===== config.mk =====
export PLATFORM = sky130hd
export DESIGN_NAME = gshare_predictor_flat
export DESIGN_NICKNAME = d
export VERILOG_FILES = /design/src/rtl/gshare_if.sv /design/src/rtl/gshare_predictor.sv /design/src/flat_wrapper.sv
export SDC_FILE = /design/constraint.sdc
export NUM_CORES = 2
export LEC_CHECK = 0
export ABC_AREA = 1
export BUFFER_PORTS_ARGS = -buffer_cell sky130_fd_sc_hd__buf_2
export CORE_MARGIN = 2
export CORE_UTILIZATION = 62
export CTS_CLUSTER_SIZE = 28
export DETAILED_ROUTE_END_ITERATION = 7
export HOLD_SLACK_MARGIN = 0.03
export PLACE_DENSITY = 0.8
export REMOVE_ABC_BUFFERS = 1
export SYNTH_ARGS = -nofsm -noshare
export SYNTH_HDL_FRONTEND = slang
export SYNTH_SLANG_ARGS = --single-unit

===== constraint.sdc =====
create_clock -name clk -period 6 [get_ports clk]
set_clock_uncertainty 0.15 [all_clocks]
set_input_delay 1.2 -clock clk [delete_from_list [all_inputs] [get_ports clk]]
set_output_delay 1.2 -clock clk [all_outputs]
set_load 0.01 [all_outputs]

===== src/rtl/gshare_if.sv =====
// Fetch/execute-facing bundle of the gshare branch predictor.
// Handshake: no ready. A lookup is taken when req_valid=1 and stall=0; an update is always taken when upd_valid=1.
interface gshare_if #(
  parameter int BHR_WIDTH = 5
);
  logic                 req_valid;
  logic [31:0]          req_pc;
  logic                 stall;
  logic                 pred_valid;
  logic                 pred_taken;
  logic [31:0]          pred_target;
  logic [BHR_WIDTH-1:0] pred_bhr;
  logic [31:0]          pred_btb_address;
  logic                 upd_valid;
  logic [31:0]          upd_pc;
  logic                 upd_is_cond;
  logic                 upd_taken;
  logic [31:0]          upd_target;
  logic [BHR_WIDTH-1:0] upd_bhr;
  logic                 upd_mispredict;
  logic [31:0]          cnt_total;
  logic [31:0]          cnt_correct;
  logic [31:0]          cnt_incorrect;

  modport master (
    output req_valid, req_pc, stall,
    output upd_valid, upd_pc, upd_is_cond, upd_taken, upd_target, upd_bhr, upd_mispredict,
    input  pred_valid, pred_taken, pred_target, pred_bhr, pred_btb_address,
    input  cnt_total, cnt_correct, cnt_incorrect
  );

  modport slave (
    input  req_valid, req_pc, stall,
    input  upd_valid, upd_pc, upd_is_cond, upd_taken, upd_target, upd_bhr, upd_mispredict,
    output pred_valid, pred_taken, pred_target, pred_bhr, pred_btb_address,
    output cnt_total, cnt_correct, cnt_incorrect
  );
endinterface


===== src/rtl/gshare_predictor.sv =====
// Gshare direction predictor with a direct-mapped BTB and branch performance counters.
// Lookups read pre-update tables; misprediction repair of the history wins over speculation.
module gshare_predictor #(
  parameter int BHR_WIDTH = 5,
  parameter int BTB_IDX   = 5
) (
  input  logic     clk,
  input  logic     rst_n,
  gshare_if.slave  bus
);
  localparam int PHT_N = 1 << BHR_WIDTH;
  localparam int BTB_N = 1 << BTB_IDX;
  localparam int TAG_W = 32 - BTB_IDX - 2;

  logic [1:0]           pht [PHT_N];
  logic [BTB_N-1:0]     btb_valid;
  logic [BTB_N-1:0]     btb_cond;
  logic [TAG_W-1:0]     btb_tag [BTB_N];
  logic [31:0]          btb_target [BTB_N];
  logic [BHR_WIDTH-1:0] bhr;

  logic [BTB_IDX-1:0]   lk_idx;
  logic [BHR_WIDTH-1:0] lk_pht_idx;
  logic                 lk_hit;
  logic                 lk_cond;
  logic                 lk_taken;
  logic [31:0]          lk_target;
  logic                 accept;

  logic [BTB_IDX-1:0]   up_idx;
  logic [BHR_WIDTH-1:0] up_pht_idx;
  logic [1:0]           up_old;
  logic [1:0]           up_new;
  logic                 unused_bits;

  assign unused_bits = ^bus.upd_pc[1:0];

  always_comb begin
    accept     = bus.req_valid && !bus.stall;
    lk_idx     = bus.req_pc[BTB_IDX+1:2];
    lk_pht_idx = bus.req_pc[BHR_WIDTH+1:2] ^ bhr;
    lk_hit     = btb_valid[lk_idx] && (btb_tag[lk_idx] == bus.req_pc[31:BTB_IDX+2]);
    lk_cond    = btb_cond[lk_idx];
    lk_taken   = lk_hit && (!lk_cond || pht[lk_pht_idx][1]);
    lk_target  = lk_taken ? btb_target[lk_idx] : bus.req_pc + 32'd4;
  end

  always_comb begin
    up_idx     = bus.upd_pc[BTB_IDX+1:2];
    up_pht_idx = bus.upd_pc[BHR_WIDTH+1:2] ^ bus.upd_bhr;
    up_old     = pht[up_pht_idx];
    up_new     = up_old;
    if (bus.upd_taken) begin
      if (up_old != 2'b11) up_new = up_old + 2'd1;
    end else begin
      if (up_old != 2'b00) up_new = up_old - 2'd1;
    end
  end

  always_ff @(posedge clk) begin
    if (!rst_n) begin
      for (int i = 0; i < PHT_N; i++) pht[i] <= 2'b01;
    end else if (bus.upd_valid && bus.upd_is_cond) begin
      pht[up_pht_idx] <= up_new;
    end
  end

  always_ff @(posedge clk) begin
    if (!rst_n) begin
      btb_valid <= '0;
      btb_cond  <= '0;
    end else if (bus.upd_valid && bus.upd_taken) begin
      btb_valid[up_idx] <= 1'b1;
      btb_cond[up_idx]  <= bus.upd_is_cond;
    end
  end

  // Tag and target payload are qualified by btb_valid, so they carry no reset.
  always_ff @(posedge clk) begin
    if (bus.upd_valid && bus.upd_taken) begin
      btb_tag[up_idx]    <= bus.upd_pc[31:BTB_IDX+2];
      btb_target[up_idx] <= bus.upd_target;
    end
  end

  always_ff @(posedge clk) begin
    if (!rst_n) begin
      bhr <= '0;
    end else if (bus.upd_valid && bus.upd_mispredict) begin
      bhr <= bus.upd_is_cond ? {bus.upd_bhr[BHR_WIDTH-2:0], bus.upd_taken} : bus.upd_bhr;
    end else if (accept && lk_hit && lk_cond) begin
      bhr <= {bhr[BHR_WIDTH-2:0], lk_taken};
    end
  end

  always_ff @(posedge clk) begin
    if (!rst_n) begin
      bus.pred_valid       <= 1'b0;
      bus.pred_taken       <= 1'b0;
      bus.pred_target      <= '0;
      bus.pred_bhr         <= '0;
      bus.pred_btb_address <= '0;
    end else if (!bus.stall) begin
      bus.pred_valid <= bus.req_valid;
      if (bus.req_valid) begin
        bus.pred_taken       <= lk_taken;
        bus.pred_target      <= lk_target;
        bus.pred_bhr         <= bhr;
        bus.pred_btb_address <= lk_target;
      end
    end
  end

  always_ff @(posedge clk) begin
    if (!rst_n) begin
      bus.cnt_total     <= '0;
      bus.cnt_correct   <= '0;
      bus.cnt_incorrect <= '0;
    end else if (bus.upd_valid && bus.upd_is_cond) begin
      bus.cnt_total <= bus.cnt_total + 32'd1;
      if (bus.upd_mispredict) bus.cnt_incorrect <= bus.cnt_incorrect + 32'd1;
      else                    bus.cnt_correct   <= bus.cnt_correct + 32'd1;
    end
  end
endmodule

===== src/flat_wrapper.sv =====
// flat-port wrapper written by rule: the top's interface ports become plain ports
module gshare_predictor_flat 
#(
  parameter int BHR_WIDTH = 5,
  parameter int BTB_IDX   = 5
)
  (clk, rst_n, bus_req_valid, bus_req_pc, bus_stall, bus_upd_valid, bus_upd_pc, bus_upd_is_cond, bus_upd_taken, bus_upd_target, bus_upd_bhr, bus_upd_mispredict, bus_pred_valid, bus_pred_taken, bus_pred_target, bus_pred_bhr, bus_pred_btb_address, bus_cnt_total, bus_cnt_correct, bus_cnt_incorrect);
  gshare_if #(.BHR_WIDTH(BHR_WIDTH)) bus_i ();
  input  logic clk;
  input  logic rst_n;
  input wire logic [$bits(bus_i.req_valid)-1:0] bus_req_valid;
  input wire logic [$bits(bus_i.req_pc)-1:0] bus_req_pc;
  input wire logic [$bits(bus_i.stall)-1:0] bus_stall;
  input wire logic [$bits(bus_i.upd_valid)-1:0] bus_upd_valid;
  input wire logic [$bits(bus_i.upd_pc)-1:0] bus_upd_pc;
  input wire logic [$bits(bus_i.upd_is_cond)-1:0] bus_upd_is_cond;
  input wire logic [$bits(bus_i.upd_taken)-1:0] bus_upd_taken;
  input wire logic [$bits(bus_i.upd_target)-1:0] bus_upd_target;
  input wire logic [$bits(bus_i.upd_bhr)-1:0] bus_upd_bhr;
  input wire logic [$bits(bus_i.upd_mispredict)-1:0] bus_upd_mispredict;
  output wire logic [$bits(bus_i.pred_valid)-1:0] bus_pred_valid;
  output wire logic [$bits(bus_i.pred_taken)-1:0] bus_pred_taken;
  output wire logic [$bits(bus_i.pred_target)-1:0] bus_pred_target;
  output wire logic [$bits(bus_i.pred_bhr)-1:0] bus_pred_bhr;
  output wire logic [$bits(bus_i.pred_btb_address)-1:0] bus_pred_btb_address;
  output wire logic [$bits(bus_i.cnt_total)-1:0] bus_cnt_total;
  output wire logic [$bits(bus_i.cnt_correct)-1:0] bus_cnt_correct;
  output wire logic [$bits(bus_i.cnt_incorrect)-1:0] bus_cnt_incorrect;
  assign bus_i.req_valid = bus_req_valid;
  assign bus_i.req_pc = bus_req_pc;
  assign bus_i.stall = bus_stall;
  assign bus_i.upd_valid = bus_upd_valid;
  assign bus_i.upd_pc = bus_upd_pc;
  assign bus_i.upd_is_cond = bus_upd_is_cond;
  assign bus_i.upd_taken = bus_upd_taken;
  assign bus_i.upd_target = bus_upd_target;
  assign bus_i.upd_bhr = bus_upd_bhr;
  assign bus_i.upd_mispredict = bus_upd_mispredict;
  assign bus_pred_valid = bus_i.pred_valid;
  assign bus_pred_taken = bus_i.pred_taken;
  assign bus_pred_target = bus_i.pred_target;
  assign bus_pred_bhr = bus_i.pred_bhr;
  assign bus_pred_btb_address = bus_i.pred_btb_address;
  assign bus_cnt_total = bus_i.cnt_total;
  assign bus_cnt_correct = bus_i.cnt_correct;
  assign bus_cnt_incorrect = bus_i.cnt_incorrect;
  gshare_predictor #(.BHR_WIDTH(BHR_WIDTH), .BTB_IDX(BTB_IDX)) u_core (.clk(clk), .rst_n(rst_n), .bus(bus_i));
endmodule

[After elaboration in Yosys (flattened, before gate mapping)]
Memories as Yosys holds them, arrays and structs flattened.
Index checks and enable logic that the tools add are counted.
Storage, ports and cells
  memories: 3
  bits in registers: 204
  word-level logic and storage cells: 70
  input port bits: 109
  memory bits (writable): 1888
Operators by class
  $add $sub $neg: 6
  order comparisons: 3
  reduce and logical (&&, ||, !) cells: 18
  equality and inequality tests: 2
  bitwise operators: 5
  mux-type cells: 23
Memory list
  u_core.btb_target: words 32, width 32, rd ports 1, clocked after Yosys merged registers in 0, wr ports 1, RTL line gshare_predictor.sv:19  | logic [31:0] btb_target [BTB_N];
  u_core.btb_tag: words 32, width 25, rd ports 1, clocked after Yosys merged registers in 0, wr ports 1, RTL line gshare_predictor.sv:18  | logic [TAG_W-1:0] btb_tag [BTB_N];
  u_core.pht: words 32, width 2, rd ports 2, clocked after Yosys merged registers in 0, wr ports 32, RTL line gshare_predictor.sv:15  | logic [1:0] pht [PHT_N];
Operators by type and width (number)
  adder 32 x 1 -> 32 bit (second input constant): 3
  adder 32 x 3 -> 32 bit (second input constant): 1
  bitwise mux 32 bit: 1
  two-way mux 32 bit: 1
  bitwise OR 32 bit: 1
  == test 25 bit: 1
  two-way mux 5 bit: 4
  < comparator 5 x 6 -> 1 bit (second input constant): 2
  binary-select mux 1 bit (select 5 bit): 2
  two-way mux 1 bit: 10
  bitwise XOR 5 bit: 2
  logical AND 1 bit: 9
  two-way mux 2 bit: 4
  AND reduction 2 bit: 3
  demux 1 bit (select 5 bit): 1
  greater-or-equal comparator 5 x 1 -> 1 bit (second input constant): 1
  nonzero test 2 bit: 2
  adder 2 x 1 -> 2 bit (second input constant): 1
  zero test 1 bit: 2
  inequality test 2 bit (second input constant): 1
  inverter 1 bit: 2
  OR reduction 2 bit: 1
  subtractor 2 x 1 -> 2 bit (second input constant): 1
  logical OR 1 bit: 1

[Depth between registers and ports, before layout]
  word-level depth: 7
  depth in mapped cells: 22

[Worst setup path before layout]
Ideal clock, no wire load.
  path type: input -> register
  start point: input bus_upd_taken
  end point: register u_core.btb_cond[24]
  slack: 1.329 ns
  arrival: 4.435 ns
  library setup time: 0.086 ns
  stages on the path: 6
  path buffers: 0
  path through: nand2_1 -> nor3_1 -> inv_1 -> nor2_1 -> o21ai_0 -> a21oi_1
On the way
  word-level cells in the longest chain between the ends: 1
RTL lines
  from (decl): RTL line flat_wrapper.sv:17  | input wire logic [$bits(bus_i.upd_taken)-1:0] bus_upd_taken;
  logical AND 1 bit: RTL line gshare_predictor.sv:72  | end else if (bus.upd_valid && bus.upd_taken) begin
  to (signal, indexed assignment): RTL line gshare_predictor.sv:74  | btb_cond[up_idx] <= bus.upd_is_cond;
  to (decl): RTL line gshare_predictor.sv:17  | logic [BTB_N-1:0] btb_cond;
Every way passes these cells.
A chain may end at the register's enable or synchronous reset.

[Final worst setup path]
  start point: input bus_req_pc[2]
  end point: register u_core.bus.pred_target[9]
On the way
  word-level cells in the longest chain between the ends: 6
  elaborated cells on any way between the ends: 15
RTL lines
  from (decl): RTL line flat_wrapper.sv:12  | input wire logic [$bits(bus_i.req_pc)-1:0] bus_req_pc;
  parallel branches: the longest is 5 deep, another holds memory read (32 x 25 bit)
  two-way mux 32 bit (*): RTL line gshare_predictor.sv:45  | lk_target = lk_taken ? btb_target[lk_idx] : bus.req_pc + 32'd4;
  to (signal assigned): RTL line gshare_predictor.sv:107  | bus.pred_target <= lk_target;
  to (decl): RTL line gshare_if.sv:35  | output pred_valid, pred_taken, pred_target, pred_bhr, pred_btb_address,
Mark *: on every way between the ends. The select of a mux whose other input is x is not followed.

==> flow_summary.ini <==
[run_status]
status = finished, final reports clean

[cells_and_area]
largest_registers = u_core.btb_target (1024), u_core.btb_tag (800), u_core.pht (64)
fin_area_mm2 = 0.0963
synthToLayoutAreaGrowth_pct = 11.4
largest-register = u_core.btb_target
fin_nets = 8003
largest_register_ffs = 1024
post-route-util_pct = 69.3
drive_gt1_share_pct = 9.64

[power_and_ir_drop]
powerDensity_mw_per_mm2 = 315
vdd_drop_max_mv = 0.302
p_leak_uw = 0.0338

[synth]
synth_cells = 7755
ys_seq_elements = 2092
netlist_top_cells_area = edfxtp_1 66%, nand2_1 6.3%, nor2_1 5.2%
synth-main-ff-cell = edfxtp_1
synth_top_family_by_area = simple AND/OR/NAND/NOR gates
synth-edff-count = 1888
synth_compound_area_share_pct = 8.98
synth_area_mm2 = 0.0864
synthArstFlopShare_pct = 0
avgSynthCellArea_um2 = 11.1
synth_xor_area_share_pct = 0.426
seq_area_frac_synth_pct = 70.3
synthAdderAreaFrac_pct = 0.0579
synth_top_cell_by_area = edfxtp_1
yosysWarnings = 0
synth-simple-area-share_pct = 16.0
synth_top_area_share_pct = 65.6
yosysUniqueCellTypes = 50
synthMuxAreaShare_pct = 0

[global_routing]
grt_first_pass_wirelength_um = 364000
grt_overflow = 0
antenna_found_initial = 25
first_global_vias = 59527
track_usage_pct = 34.6
grt_max_degree = 180

[routing]
vias_per_cell = 6.39
dr.pass1.iters = 6
vias = 63536
ant_nets = 0
drtIter0Drc = 10796
remaining_drc_errors = 0
drt_wl_total_um = 250000
wl_per_cell_um = 25.2

[die]
die_w_um = 377
pin_count = 276
die_area_mm2 = 0.142
coreArea_mm2 = 0.139
num_rows = 137
fp.dieH_um = 377
floorplan.initialDensity_pct = 62.2

[placed_design]
port_buffers = 273
hpwl_um = 136000
gp_congestion = 0.953
post_dp_cell_area_mm2 = 0.0899

[clock_tree]
htreeDepth = 4
clock_latency_ns = 0.86
cts_root_buf = clkbuf_16
post_cts_buffers = 0
cts_num_sinks = 2092
cts_repair_resize_count = 0
path_clk_slew_ns = 0.06
cts_tree = done
ctsLongestPathBuffers = 3
cts_hold_buf = 0
numCtsBuffers = 200

[worst_setup_path]
endpoint_kind = register
required_ns = 6.58
start_kind = primary input
arrival_ns = 5.49
path_class = primary input to register
worstPathMaxFanout = 65

[timing]
drv_slew = 0
final-hold-violation-count = 0
post-route-min-period_ns = 4.91
relSlewSlack_pct = 2.18
fin_tns_setup_ns = 0
worstMarginPinSlew_ns = 1.46
period_share_pct = 81.8
setup-violations-final = 0
max_freq_mhz = 204
rsz0062_at_grt = false

[min_path]
min_path_type = register to register

[job]
cap_viol_max_count = 0
[Yosys cell counts (all sizes together), types with 92 or more instances]
library cell	instances
clkbuf	226
a21oi	206
o221ai	92
nand2	1449
nand3	593
nor2	1203
edfxtp	1888
buf	257
o21ai	791
inv	369
dfxtp	204
o22ai	172
[logic make-up (layout without fill, tap and decap cells)]
family	count (synthesis)	in the layout
flip-flops	2092	2092
AND/OR/NAND/NOR	3381	3381
buffers and inverters	853	1154
other	0	14
adder cells (fa/ha/maj)	4	4
AO/OA/AOI/OAI	1383	1383
XOR/XNOR	42	42
[routing by layer]
metal | part of all wire, % | vias to the layer above | track usage, %
met5 | 0.047 | - | 0
met4 | 5.7 | 20 | 18.8
met3 | 14 | 948 | 8.46
met2 | 45 | 4829 | 52.8
met1 | 35 | 30185 | 46.0
li1 | - | 27554 | -
[power by group]
group	total (uW)	switching (uW)	internal [uW]	leakage [uW]
combinational	2010	1500	511	0.0120
clock	12300	5430	6900	0.00314
sequential	16000	57.4	16000	0.0186
[per-stage QoR]
stage	hold WS, ns	instances	power [uW]	setup WS [ns]
final	0.314	9946	30400	1.09
after global routing	0.339	9940	31100	0.952
after CTS	0.317	9932	30300	1.31
after detailed placement	0.306	9564	18300	0.522
after global placement	0.295	9564	18200	0.647
after floorplan	0.290	7272	17400	-4.38
[layout make-up]
cell class,count,area [um^2]
flip-flops and latches,2092,60800
fillers,9313,42700
inverters,370,1420
clock inverters,103,900
clock buffers,265,5480
diodes,14,35.0
repair buffers,416,3100
well taps,1876,2350
multi-input cells,4810,22300
[placed cells by master, fill, tap and decap left out, types with 23 or more instances in the layout]
| master | n |
|---|---|
| a21oi_1 | 206 |
| a22oi_1 | 29 |
| a31oi_1 | 35 |
| buf_12 | 50 |
| buf_2 | 268 |
| buf_4 | 95 |
| clkbuf_1 | 45 |
| clkbuf_16 | 204 |
| clkinv_1 | 37 |
| clkinv_2 | 38 |
| dfxtp_1 | 204 |
| edfxtp_1 | 1888 |
| inv_1 | 360 |
| nand2_1 | 1445 |
| nand3_1 | 592 |
| nand4_1 | 23 |
| nor2_1 | 1165 |
| nor2_4 | 35 |
| nor3_1 | 62 |
| o211ai_1 | 34 |
| o21ai_0 | 713 |
| o21ai_1 | 78 |
| o221ai_1 | 92 |
| o22ai_1 | 172 |
| xor2_1 | 32 |
[worst paths after layout]
check | start | endpoint | slack (ns) | depth (start not counted)
max | bus_req_pc[2] | u_core.bus.pred_target[9] | 1.09 | 21
min | u_core.bus.cnt_correct[26] | u_core.bus.cnt_correct[26] | 0.31 | 2
max reg2reg | u_core.bhr[0] | u_core.bus.pred_target[9] | 2.16 | 16
min reg2reg | u_core.bus.cnt_correct[26] | u_core.bus.cnt_correct[26] | 0.31 | 2
[critical path: stages]
cell and delay [ns]:
buf_8 0.41, buf_4 0.67, nor2_1 0.14, nor2_1 0.19, nand2_1 0.11, a21oi_1 0.15
nor2_1 0.06, nand2_1 0.10, nand2_1 0.06, nand2_1 0.08, nand2_1 0.16, nor2_1 0.13
nand2_1 0.09, nor2_1 0.10, nand2_1 0.09, nor2_4 0.72, nand2_2 0.12, inv_1 0.38
nor2_1 0.07, nor2_1 0.21, nor2_1 0.07
(Power assumes the default switching activity.)
